[src/rtl/bell_pkg_57.sv]
// Shared constants for the buzzer scheduler: tone/source codes, FSM states,
// the alarm melody and small decode helpers.
package bell_pkg_57;

  localparam logic [3:0] TONE_OFF = 4'd0;
  localparam logic [3:0] TONE_DO  = 4'd1;
  localparam logic [3:0] TONE_RE  = 4'd2;
  localparam logic [3:0] TONE_MI  = 4'd3;
  localparam logic [3:0] TONE_FA  = 4'd4;
  localparam logic [3:0] TONE_SO  = 4'd5;
  localparam logic [3:0] TONE_LA  = 4'd6;
  localparam logic [3:0] TONE_TI  = 4'd7;
  localparam logic [3:0] TONE_DOH = 4'd8;

  localparam logic [1:0] SRC_NONE  = 2'd0;
  localparam logic [1:0] SRC_ORGAN = 2'd1;
  localparam logic [1:0] SRC_ALARM = 2'd2;
  localparam logic [1:0] SRC_CHIME = 2'd3;

  typedef enum logic [2:0] {
    ST_IDLE      = 3'd0,
    ST_ORGAN     = 3'd1,
    ST_ALARM     = 3'd2,
    ST_CHIME_ON  = 3'd3,
    ST_CHIME_OFF = 3'd4
  } bell_state_t;

  // Melody entry i lives in bits [4*i+3:4*i]; entry 0 is the first note played.
  localparam logic [31:0] MELODY_57 = {TONE_OFF, TONE_DO, TONE_MI, TONE_SO,
                                       TONE_DOH, TONE_SO, TONE_MI, TONE_DO};

  // Lowest pressed key wins; no key gives silence.
  function automatic logic [3:0] organ_tone(input logic [7:0] keys);
    logic [3:0] t;
    t = TONE_OFF;
    for (int i = 7; i >= 0; i--) begin
      if (keys[i]) t = 4'(i + 1);
    end
    return t;
  endfunction

  // Strike count for a 24-hour value: hour mod 12, with 0 striking 12.
  function automatic logic [3:0] beep_count(input logic [6:0] hour);
    logic [3:0] m;
    m = 4'(hour % 7'd12);
    return (m == 4'd0) ? 4'd12 : m;
  endfunction

endpackage

[src/rtl/bell_melody_rom_57.sv]
// Combinational lookup of the 8-note alarm melody.
module bell_melody_rom_57 (
  input  logic [2:0] idx,
  output logic [3:0] tone
);
  import bell_pkg_57::*;

  always_comb begin
    tone = MELODY_57[{idx, 2'b00} +: 4];
  end

endmodule

[src/rtl/bell_sched_57.sv]
// Buzzer arbiter: organ keys preempt the alarm melody, which preempts the hourly
// chime. Collided requests are pended or dropped; tone and source are registered.
module bell_sched_57 #(
  parameter int         NOTE_MS         = 250,
  parameter int         ALARM_TIMEOUT_S = 60,
  parameter int         BEEP_ON_MS      = 200,
  parameter int         BEEP_OFF_MS     = 300,
  parameter logic [3:0] CHIME_TONE      = 4'd6
) (
  input  logic       clk_50m_57,
  input  logic       rst_57,
  input  logic       tick_1k_57,
  input  logic       tick_1hz_57,
  input  logic       bell_e_57,
  input  logic       organ_e_57,
  input  logic [7:0] organ_key_57,
  input  logic       alarm_hit_57,
  input  logic       chime_hit_57,
  input  logic [6:0] hour_57,
  input  logic       key_stop_57,
  output logic [3:0] tone_sel_57,
  output logic [1:0] src_57
);
  import bell_pkg_57::*;

  localparam logic [8:0] NOTE_LAST     = 9'(NOTE_MS - 1);
  localparam logic [8:0] BEEP_ON_LAST  = 9'(BEEP_ON_MS - 1);
  localparam logic [8:0] BEEP_OFF_LAST = 9'(BEEP_OFF_MS - 1);
  localparam logic [5:0] SEC_LAST      = 6'(ALARM_TIMEOUT_S - 1);

  bell_state_t state_reg, state_next;
  logic [8:0]  ms_reg, ms_next;
  logic [5:0]  sec_reg, sec_next;
  logic [3:0]  beep_reg, beep_next;
  logic [2:0]  note_reg, note_next;
  logic        alarm_pend_reg, alarm_pend_next;
  logic        chime_pend_reg, chime_pend_next;
  logic [6:0]  hour_reg, hour_next;
  logic [3:0]  tone_reg, tone_next;
  logic [1:0]  src_reg, src_next;

  logic        go_alarm, go_chime, go_idle;
  logic        chime_req;
  logic        chime_active;
  logic [6:0]  hour_eff;
  logic [3:0]  melody_tone;

  bell_melody_rom_57 u_rom (
    .idx  (note_next),
    .tone (melody_tone)
  );

  // A chime hit in this very cycle counts as pending and carries the fresh hour.
  assign chime_req    = chime_pend_reg | chime_hit_57;
  assign hour_eff     = chime_hit_57 ? hour_57 : hour_reg;
  assign chime_active = (state_reg == ST_CHIME_ON) || (state_reg == ST_CHIME_OFF);

  always_comb begin
    state_next      = state_reg;
    ms_next         = ms_reg;
    sec_next        = sec_reg;
    beep_next       = beep_reg;
    note_next       = note_reg;
    alarm_pend_next = alarm_pend_reg;
    chime_pend_next = chime_pend_reg;
    hour_next       = hour_reg;
    go_alarm        = 1'b0;
    go_chime        = 1'b0;
    go_idle         = 1'b0;

    if (!bell_e_57) begin
      state_next      = ST_IDLE;
      ms_next         = '0;
      sec_next        = '0;
      beep_next       = '0;
      note_next       = '0;
      alarm_pend_next = 1'b0;
      chime_pend_next = 1'b0;
      hour_next       = '0;
    end else if (organ_e_57) begin
      // Preempted alarm/chime is pended and will replay from its start.
      state_next = ST_ORGAN;
      ms_next    = '0;
      sec_next   = '0;
      beep_next  = '0;
      note_next  = '0;
      if (state_reg == ST_ALARM || alarm_hit_57) alarm_pend_next = 1'b1;
      if (chime_active || chime_hit_57)          chime_pend_next = 1'b1;
      if (chime_hit_57 && !chime_active)         hour_next       = hour_57;
    end else begin
      unique case (state_reg)
        ST_IDLE: begin
          if (alarm_hit_57) begin
            go_alarm = 1'b1;
            if (chime_hit_57) begin
              chime_pend_next = 1'b1;
              hour_next       = hour_57;
            end
          end else if (chime_hit_57) begin
            go_chime = 1'b1;
          end
        end

        ST_ORGAN: begin
          if (alarm_pend_reg || alarm_hit_57) begin
            go_alarm = 1'b1;
            if (chime_hit_57) begin
              chime_pend_next = 1'b1;
              hour_next       = hour_57;
            end
          end else if (chime_req) begin
            go_chime = 1'b1;
          end else begin
            go_idle = 1'b1;
          end
        end

        ST_ALARM: begin
          if (key_stop_57 || (tick_1hz_57 && sec_reg == SEC_LAST)) begin
            if (chime_req) go_chime = 1'b1;
            else           go_idle  = 1'b1;
          end else begin
            if (tick_1k_57) begin
              if (ms_reg == NOTE_LAST) begin
                ms_next   = '0;
                note_next = note_reg + 3'd1;
              end else begin
                ms_next = ms_reg + 9'd1;
              end
            end
            if (alarm_hit_57)     sec_next = '0;
            else if (tick_1hz_57) sec_next = sec_reg + 6'd1;
            if (chime_hit_57) begin
              chime_pend_next = 1'b1;
              hour_next       = hour_57;
            end
          end
        end

        ST_CHIME_ON: begin
          if (key_stop_57) begin
            go_idle = 1'b1;
          end else if (alarm_hit_57) begin
            go_alarm = 1'b1;
          end else if (tick_1k_57) begin
            if (ms_reg == BEEP_ON_LAST) begin
              state_next = ST_CHIME_OFF;
              ms_next    = '0;
            end else begin
              ms_next = ms_reg + 9'd1;
            end
          end
        end

        ST_CHIME_OFF: begin
          if (key_stop_57) begin
            go_idle = 1'b1;
          end else if (alarm_hit_57) begin
            go_alarm = 1'b1;
          end else if (tick_1k_57) begin
            if (ms_reg == BEEP_OFF_LAST) begin
              ms_next = '0;
              if (beep_reg <= 4'd1) begin
                go_idle = 1'b1;
              end else begin
                state_next = ST_CHIME_ON;
                beep_next  = beep_reg - 4'd1;
              end
            end else begin
              ms_next = ms_reg + 9'd1;
            end
          end
        end

        default: go_idle = 1'b1;
      endcase

      // Entry actions; any tick on the entry cycle is swallowed by the clears.
      if (go_alarm) begin
        state_next      = ST_ALARM;
        ms_next         = '0;
        sec_next        = '0;
        note_next       = '0;
        alarm_pend_next = 1'b0;
      end else if (go_chime) begin
        state_next      = ST_CHIME_ON;
        ms_next         = '0;
        beep_next       = beep_count(hour_eff);
        hour_next       = hour_eff;
        chime_pend_next = 1'b0;
      end else if (go_idle) begin
        state_next = ST_IDLE;
        ms_next    = '0;
        sec_next   = '0;
        beep_next  = '0;
        note_next  = '0;
      end
    end
  end

  always_comb begin
    tone_next = TONE_OFF;
    src_next  = SRC_NONE;
    unique case (state_next)
      ST_ORGAN: begin
        tone_next = organ_tone(organ_key_57);
        src_next  = SRC_ORGAN;
      end
      ST_ALARM: begin
        tone_next = melody_tone;
        src_next  = SRC_ALARM;
      end
      ST_CHIME_ON: begin
        tone_next = CHIME_TONE;
        src_next  = SRC_CHIME;
      end
      ST_CHIME_OFF: begin
        src_next = SRC_CHIME;
      end
      default: begin
        tone_next = TONE_OFF;
        src_next  = SRC_NONE;
      end
    endcase
  end

  always_ff @(posedge clk_50m_57 or negedge rst_57) begin
    if (!rst_57) begin
      state_reg      <= ST_IDLE;
      ms_reg         <= '0;
      sec_reg        <= '0;
      beep_reg       <= '0;
      note_reg       <= '0;
      alarm_pend_reg <= 1'b0;
      chime_pend_reg <= 1'b0;
      hour_reg       <= '0;
      tone_reg       <= TONE_OFF;
      src_reg        <= SRC_NONE;
    end else begin
      state_reg      <= state_next;
      ms_reg         <= ms_next;
      sec_reg        <= sec_next;
      beep_reg       <= beep_next;
      note_reg       <= note_next;
      alarm_pend_reg <= alarm_pend_next;
      chime_pend_reg <= chime_pend_next;
      hour_reg       <= hour_next;
      tone_reg       <= tone_next;
      src_reg        <= src_next;
    end
  end

  assign tone_sel_57 = tone_reg;
  assign src_57      = src_reg;

endmodule

[config.mk]
export PLATFORM = sky130hd
export DESIGN_NAME = bell_sched_57
export DESIGN_NICKNAME = d
export VERILOG_FILES = /design/src/rtl/bell_pkg_57.sv /design/src/rtl/bell_melody_rom_57.sv /design/src/rtl/bell_sched_57.sv
export SDC_FILE = /design/constraint.sdc
export NUM_CORES = 1
export LEC_CHECK = 0
export ABC_CLOCK_PERIOD_IN_PS = 2800
export CAP_MARGIN = 0
export CELL_PAD_IN_SITES_DETAIL_PLACEMENT = 1
export CELL_PAD_IN_SITES_GLOBAL_PLACEMENT = 1
export CORE_MARGIN = 2
export CORE_UTILIZATION = 25
export CTS_CLUSTER_SIZE = 16
export DETAILED_ROUTE_END_ITERATION = 8
export GPL_TIMING_DRIVEN = 1
export PLACE_DENSITY = 0.58
export SYNTH_ARGS = -nofsm -noshare
export SYNTH_HDL_FRONTEND = slang
export SYNTH_HIERARCHICAL = 1
export SYNTH_SLANG_ARGS = --single-unit
[constraint.sdc]
create_clock -name clk_50m_57 -period 2.8 [get_ports clk_50m_57]
set_clock_uncertainty 0.2 [all_clocks]
set_input_delay 0.84 -clock clk_50m_57 [delete_from_list [all_inputs] [get_ports clk_50m_57]]
set_output_delay 0.84 -clock clk_50m_57 [all_outputs]
set_load 0.05 [all_outputs]
# After elaboration in Yosys (flattened, before gate mapping)

Cells that the tools add are included.

$add $sub $neg: 4
Reduce and logical (&&, ||, !) cells: 14
Equality and inequality tests: 25
Div/mod/pow operators: 1
Bitwise logic cells: 1
Multiply operators: 0
Shifts and indexed selects: 1
Multiplexer cells: 122
Order comparisons: 1

Operators by type and width:

| operator                                                                     | number |
|---|---|
| 9-bit 2-to-1 mux                                                             | 16 |
| 4-bit 2-to-1 mux                                                             | 20 |
| 3-bit 2-to-1 mux                                                             | 23 |
| 7-bit 2-to-1 mux                                                             | 9 |
| 7-bit by 4-bit inequality test with 1-bit output, second input constant      | 8 |
| 6-bit 2-to-1 mux                                                             | 9 |
| 1-bit 2-to-1 mux                                                             | 36 |
| 32-bit by 6-bit variable part select with 4-bit output, first input constant | 1 |
| 9-bit case mux with 3 select lines                                           | 1 |
| 7-bit case mux with 3 select lines                                           | 1 |
| 9-bit by 8-bit == test with 1-bit output, second input constant              | 2 |
| 3-bit by 2-bit == test with 1-bit output, second input constant              | 4 |
| 4-bit case mux with 3 select lines                                           | 1 |
| 9-bit by 1-bit adder with 9-bit output, second input constant                | 1 |
| 9-bit == test, second input constant                                         | 1 |
| 3-bit by 2-bit inequality test with 1-bit output, second input constant      | 3 |
| 1-bit case mux with 3 select lines                                           | 3 |
| 9-bit AND reduction                                                          | 1 |
| 8-bit by 1-bit inequality test with 1-bit output, second input constant      | 1 |
| 7-bit by 4-bit remainder unit with 7-bit output, second input constant       | 1 |
| 6-bit by 1-bit adder with 6-bit output, second input constant                | 1 |
| 3-bit by 1-bit == test with 1-bit output, second input constant              | 2 |
| 3-bit == test, second input constant                                         | 2 |
| 6-bit == test, second input constant                                         | 1 |
| other kinds (15)                                                             | 21 |

Word-level logic and storage cells: 179
Memories kept: 0
Output and inout bits: 6
Bits in writable memories: 0
Latch bits: 0
Memory bits (read-only): 0
Register bits after elaboration: 40
Input port bits: 24

# Depth between registers and ports, before layout

Word-level depth: 17
Mapped depth: 10
Depth with buffers taken out: 10

# By module

Netlist, hierarchy kept.

By module, submodules not included:

| module             | times used | sequential area each (um^2) | cells each | area an instance (um^2) |
|---|---|---|---|---|
| bell_sched_57      | 1          | 1001.0                      | 367        | 3046.7 |
| bell_melody_rom_57 | 1          | 0.0                         | 5          | 28.8 |

# Worst setup path after synthesis

No wires, ideal clock.

Path type: input to register
Start point: input port alarm_hit_57
End point: register tone_reg[1], in the netlist tone_sel_57[1]
Path buffers: 1
Path slack: -0.462 ns
Stages on the path: 9
Setup time: 0.121 ns
Arrival time: 2.941 ns
Required time: 2.479 ns
Path through: clkbuf_1 -> or4b_2 -> a21boi_0 -> a311oi_1 -> nand3_1 -> nor2_1 -> and2b_2 -> or3_1 -> a22o_1

Word-level cells in the longest chain between the ends: 12
Elaborated cells on any way between the ends: 38
Classes of those cells: 3 x eq/ne; 1 x shift; 33 x mux; 1 x reduce/logical

Ends and longest elaborated chain:

| what                                                        | line                                       | RTL |
|---|---|---|
| start, declared                                             | bell_sched_57.sv:17                        | `input logic alarm_hit_57,` |
| 1-bit 2-to-1 mux / 1-bit logical OR (equally long branches) | bell_sched_57.sv:158, bell_sched_57.sv:105 |  |
| 1-bit 2-to-1 mux (on tied branches)                         | bell_sched_57.sv:156, bell_sched_57.sv:105 |  |
| 1-bit case mux with 5 select lines                          | bell_sched_57.sv:91                        | `unique case (state_reg)` |
| 1-bit 2-to-1 mux                                            | bell_sched_57.sv:80                        | `end else if (organ_e_57) begin` |
| 1-bit 2-to-1 mux                                            | bell_sched_57.sv:71                        | `if (!bell_e_57) begin` |
| 3-bit 2-to-1 mux                                            | bell_sched_57.sv:191                       | `end else if (go_idle) begin` |
| 3-bit 2-to-1 mux                                            | bell_sched_57.sv:185                       | `end else if (go_chime) begin` |
| 3-bit 2-to-1 mux (*)                                        | bell_sched_57.sv:179                       | `if (go_alarm) begin` |
| 3-bit 2-to-1 mux (*)                                        | bell_sched_57.sv:80                        |  |
| 3-bit 2-to-1 mux (*)                                        | bell_sched_57.sv:71                        |  |
| named net note_next[1]                                      | bell_sched_57.sv:35                        | `logic [2:0] note_reg, note_next;` |
| 32-bit by 6-bit variable part select with 4-bit output (*)  | bell_melody_rom_57.sv:9                    | `tone = MELODY_57[{idx, 2'b00} +: 4];` |
| named net melody_tone[1]                                    | bell_sched_57.sv:46                        | `logic [3:0] melody_tone;` |
| 4-bit case mux with 3 select lines (*)                      | bell_sched_57.sv:204                       | `unique case (state_next)` |
| named net tone_next[1]                                      | bell_sched_57.sv:39                        | `logic [3:0] tone_reg, tone_next;` |
| end signal, assigned                                        | bell_sched_57.sv:248                       | `tone_reg <= tone_next;` |
| end, declared                                               | bell_sched_57.sv:39                        |  |

The timed path passes the listed nets; every way through them passes the cells marked *. The select of a mux whose other input is x is not followed.
A chain may end at the register's enable or synchronous reset.

# Worst setup path after layout

Start point: input port tick_1hz_57
End point: register tone_reg[1], in the netlist tone_sel_57[1]

Word-level cells in the longest chain between the ends: 13
Elaborated cells on any way between the ends: 27
Classes of those cells: 3 x eq/ne; 1 x shift; 21 x mux; 2 x reduce/logical

Ends and longest elaborated chain:

| what                                                       | line                    | RTL |
|---|---|---|
| start, declared                                            | bell_sched_57.sv:13     | `input logic tick_1hz_57,` |
| 1-bit logical AND (*)                                      | bell_sched_57.sv:119    | `if (key_stop_57 \|\| (tick_1hz_57 && sec_reg == SEC_LAST)) begin` |
| 1-bit logical OR (*)                                       | bell_sched_57.sv:119    |  |
| 1-bit 2-to-1 mux                                           | bell_sched_57.sv:119    |  |
| 1-bit case mux with 5 select lines                         | bell_sched_57.sv:91     |  |
| 1-bit 2-to-1 mux                                           | bell_sched_57.sv:80     |  |
| 1-bit 2-to-1 mux                                           | bell_sched_57.sv:71     |  |
| 3-bit 2-to-1 mux                                           | bell_sched_57.sv:191    |  |
| 3-bit 2-to-1 mux (*)                                       | bell_sched_57.sv:185    |  |
| 3-bit 2-to-1 mux (*)                                       | bell_sched_57.sv:179    |  |
| 3-bit 2-to-1 mux (*)                                       | bell_sched_57.sv:80     |  |
| 3-bit 2-to-1 mux (*)                                       | bell_sched_57.sv:71     |  |
| named net note_next[0]                                     | bell_sched_57.sv:35     |  |
| 32-bit by 6-bit variable part select with 4-bit output (*) | bell_melody_rom_57.sv:9 |  |
| named net melody_tone[1]                                   | bell_sched_57.sv:46     |  |
| 4-bit case mux with 3 select lines (*)                     | bell_sched_57.sv:204    |  |
| named net tone_next[1]                                     | bell_sched_57.sv:39     |  |

Marked as above.

==> results.py <==
metrics = {
    "outcome": {
        "status": "finished clean",
    },
    "pwr": {
        "ir_drop_v": 0.000235,
        "cellPowerDensity_nw_per_um2": 418,
        "p_leak_nw": 1.93,
        "power.total_w": 0.00191,
    },
    "placement": {
        "place_hpwl_um": 8370,
        "io_buffers": 29,
        "gp_congestion": 0.863,
        "place_inst": 626,
        "postPlaceCellArea_um2": 4220,
    },
    "setup_path": {
        "reg2reg_to": "tone_sel_57[1]",
        "worstRegToRegCells": 9,
        "critical_path.max_fanout": 3,
        "end_kind": "register",
        "r2r-start": "sec_reg[0]",
        "required_ps": 2780,
        "arrival_ps": 2690,
        "crit_type": "input pin to register",
        "rrSetupSlack_ps": 130,
        "worstSetupStartpointType": "input pin",
    },
    "logic_synthesis": {
        "ys.flop_type": "dfrtp_1",
        "postSynthCellCount": 372,
        "synth_edf_count": 0,
        "async_flop_share": 1.00,
        "yosysSeqAreaShare": 0.325,
        "synth_area_per_cell_um2": 8.27,
        "synth_top_area_share": 0.325,
        "yosysWarnings": 6,
        "ys_ff_latch": 40,
        "yosys.area.top_type": "dfrtp_1",
        "synth_nets": 402,
        "synthTopCellsByArea": "dfrtp_1 33%, nor2_1 5.7%, a21oi_1 4.2%",
        "synth_cell_type_count": 65,
        "synth_area_um2": 3080,
    },
    "floorplan": {
        "fp.coreArea_um2": 12000,
        "dieArea_um2": 13200,
        "die_y_um": 115,
        "ios": 30,
        "die_width_um": 115,
        "fp-row-count": 40,
        "start_util": 0.256,
    },
    "drt": {
        "drt-wirelength-per-cell_um": 17.0,
        "vias": 3392,
        "first_pass_iters": 4,
        "drc": 0,
        "via_per_inst": 5.28,
        "finalWirelength_um": 10900,
        "ant_nets": 0,
        "drtIter0Drc": 120,
    },
    "timing": {
        "finalSetupViolCount": 0,
        "whs_ps": 343,
        "timing.final.crit_share": 0.969,
        "clock.fmax_mhz": 368,
        "tightestPinTransition_ps": 566,
        "relSlewSlack": 0.623,
        "finalMaxSlewViolations": 0,
        "final_hold_viol_count": 0,
        "fin_crit_ps": 2710,
    },
    "min_path": {
        "min_from": "hour_reg[2]",
        "whs_path_depth": 2,
        "hp-class": "register to register",
        "hold_end": "hour_reg[2]",
    },
    "grt": {
        "antenna_found_initial": 0,
        "grtUsageTotal": 0.171,
        "grt_pass1_vias": 3622,
        "grt_pass1_wl_um": 18000,
        "grt.overflow.total": 0,
        "grt_start_max_net_pins": 41,
    },
    "finish": {
        "stdcell_count": 642,
        "syn_to_final_growth_pct": 48.5,
        "num_antenna_cells": 0,
        "fin_util": 0.380,
        "layout_commonest_cell": "buf_4",
        "layout_common_cells": "99 x buf_4, 44 x nor2_1, 40 x dfrtp_1, 29 x nand2_1, 24 x a21oi_1",
        "stdcell_area_um2": 4570,
        "largest_register_ffs": 9,
        "multi_input_area_um2": 2110,
        "final_nets": 524,
        "layout-drive-gt1-share": 0.319,
        "seqCellArea_um2": 1000,
        "fill_cells": 1440,
    },
    "cts": {
        "root_buffer": "clkbuf_16",
        "cts_tree": "yes",
        "max-clock-path-buffers": 2,
        "cts_made_buffers": 5,
        "clk_pin_slew_ps": 70,
        "clkLatencyLatePin_ps": 290,
        "hold_buffers": 0,
        "ctsHtreeMaxLevel": 2,
        "cts_sinks": 40,
    },
    "job": {
        "max-cap-violations": 0,
    },
}
timing repair:
item,4_1_cts,5_1_grt
gates resized for setup,25,25
endpoints found under the setup margin,26,14
gates cloned,1,0
pin swaps,12,15
setup buffers,6,2
how the worst max path moves through the flow:
| stage | start | endpoint | depth (start not counted) |
|---|---|---|---|
| 5_1_grt | tick_1hz_57 | tone_sel_57[1] | 9 |
| 3_3_place_gp | alarm_hit_57 | tone_sel_57[1] | 9 |
| 6_report | tick_1hz_57 | tone_sel_57[1] | 9 |
| 3_5_place_dp | alarm_hit_57 | tone_sel_57[1] | 9 |
| 4_1_cts | chime_hit_57 | hour_reg[2] | 10 |
| 2_1_floorplan | chime_hit_57 | tone_sel_57[1] | 9 |
stage by stage:
stage | setup TNS [ps] | setup WS [ps]
final | 0 | 85.8
after global routing | -24.1 | -24.1
after CTS | -106 | -54.2
after detailed placement | -13690 | -631
after global placement | -12800 | -600
after floorplan | -242 | -240
power by group:
group	internal, W	leakage [nW]	switching [W]
sequential	0.000602	0.546	0.0000270
clock	0.000470	0.0901	0.000250
combinational	0.000263	1.29	0.000297
per-layer routing:
metal	global-route usage	routed length [um]
met1	0.219	5130
met2	0.304	5420
met3	0.0290	248
met4	0.0378	133
met5	0	0
cells in the mapped netlist (3+ instances only):
master and count:
nor2_1 47, dfrtp_1 40, nand2_1 30, a21oi_1 26
o21ai_0 25, inv_1 14, mux2i_1 11, nand3_1 11
nor3_1 10, clkbuf_1 9, nand2b_1 9, mux2_2 7
nand4_1 7, a211oi_1 6, buf_2 6, ha_1 6
a22o_1 5, and3_1 5, nor2b_1 5, o221ai_1 5
or3_1 5, xnor2_1 5, a31oi_1 4, and2_1 4
nor3b_1 4, nor4_1 4, nor4bb_1 4, xor2_1 4
nand3b_1 3, nand4b_1 3, o32ai_1 3, or4_1 3
logic make-up (layout without fill, tap and decap cells):
kind of cell,Yosys count,count (layout),share of synthesized area
AND/OR/NAND/NOR,164,164,0.283
AO/OA/AOI/OAI,105,105,0.239
flip-flops,40,40,0.325
buffers and inverters,29,152,0.0378
multiplexers,18,18,0.0614
XOR/XNOR,9,9,0.0256
adder cells (fa/ha/maj),7,7,0.0277
final cells by class:
class | count | share of cell area
Sequential cell | 40 | 0.219
Clock inverter | 1 | 0.00658
Clock buffer | 7 | 0.0334
Tap cell | 147 | 0.0403
Timing Repair Buffer | 130 | 0.226
Inverter | 14 | 0.0115
Multi-Input combinational cell | 303 | 0.463
worst max-delay path, stage by stage:
cell       delay (ps)
buf_2             110
and2_4            150
a2111oi_4         330
and4_4            320
xnor2_1           150
nor2_2             60
and2b_2           180
or3_1             370
a22o_1            180
No activity file was read; power rests on OpenSTA's default activity.
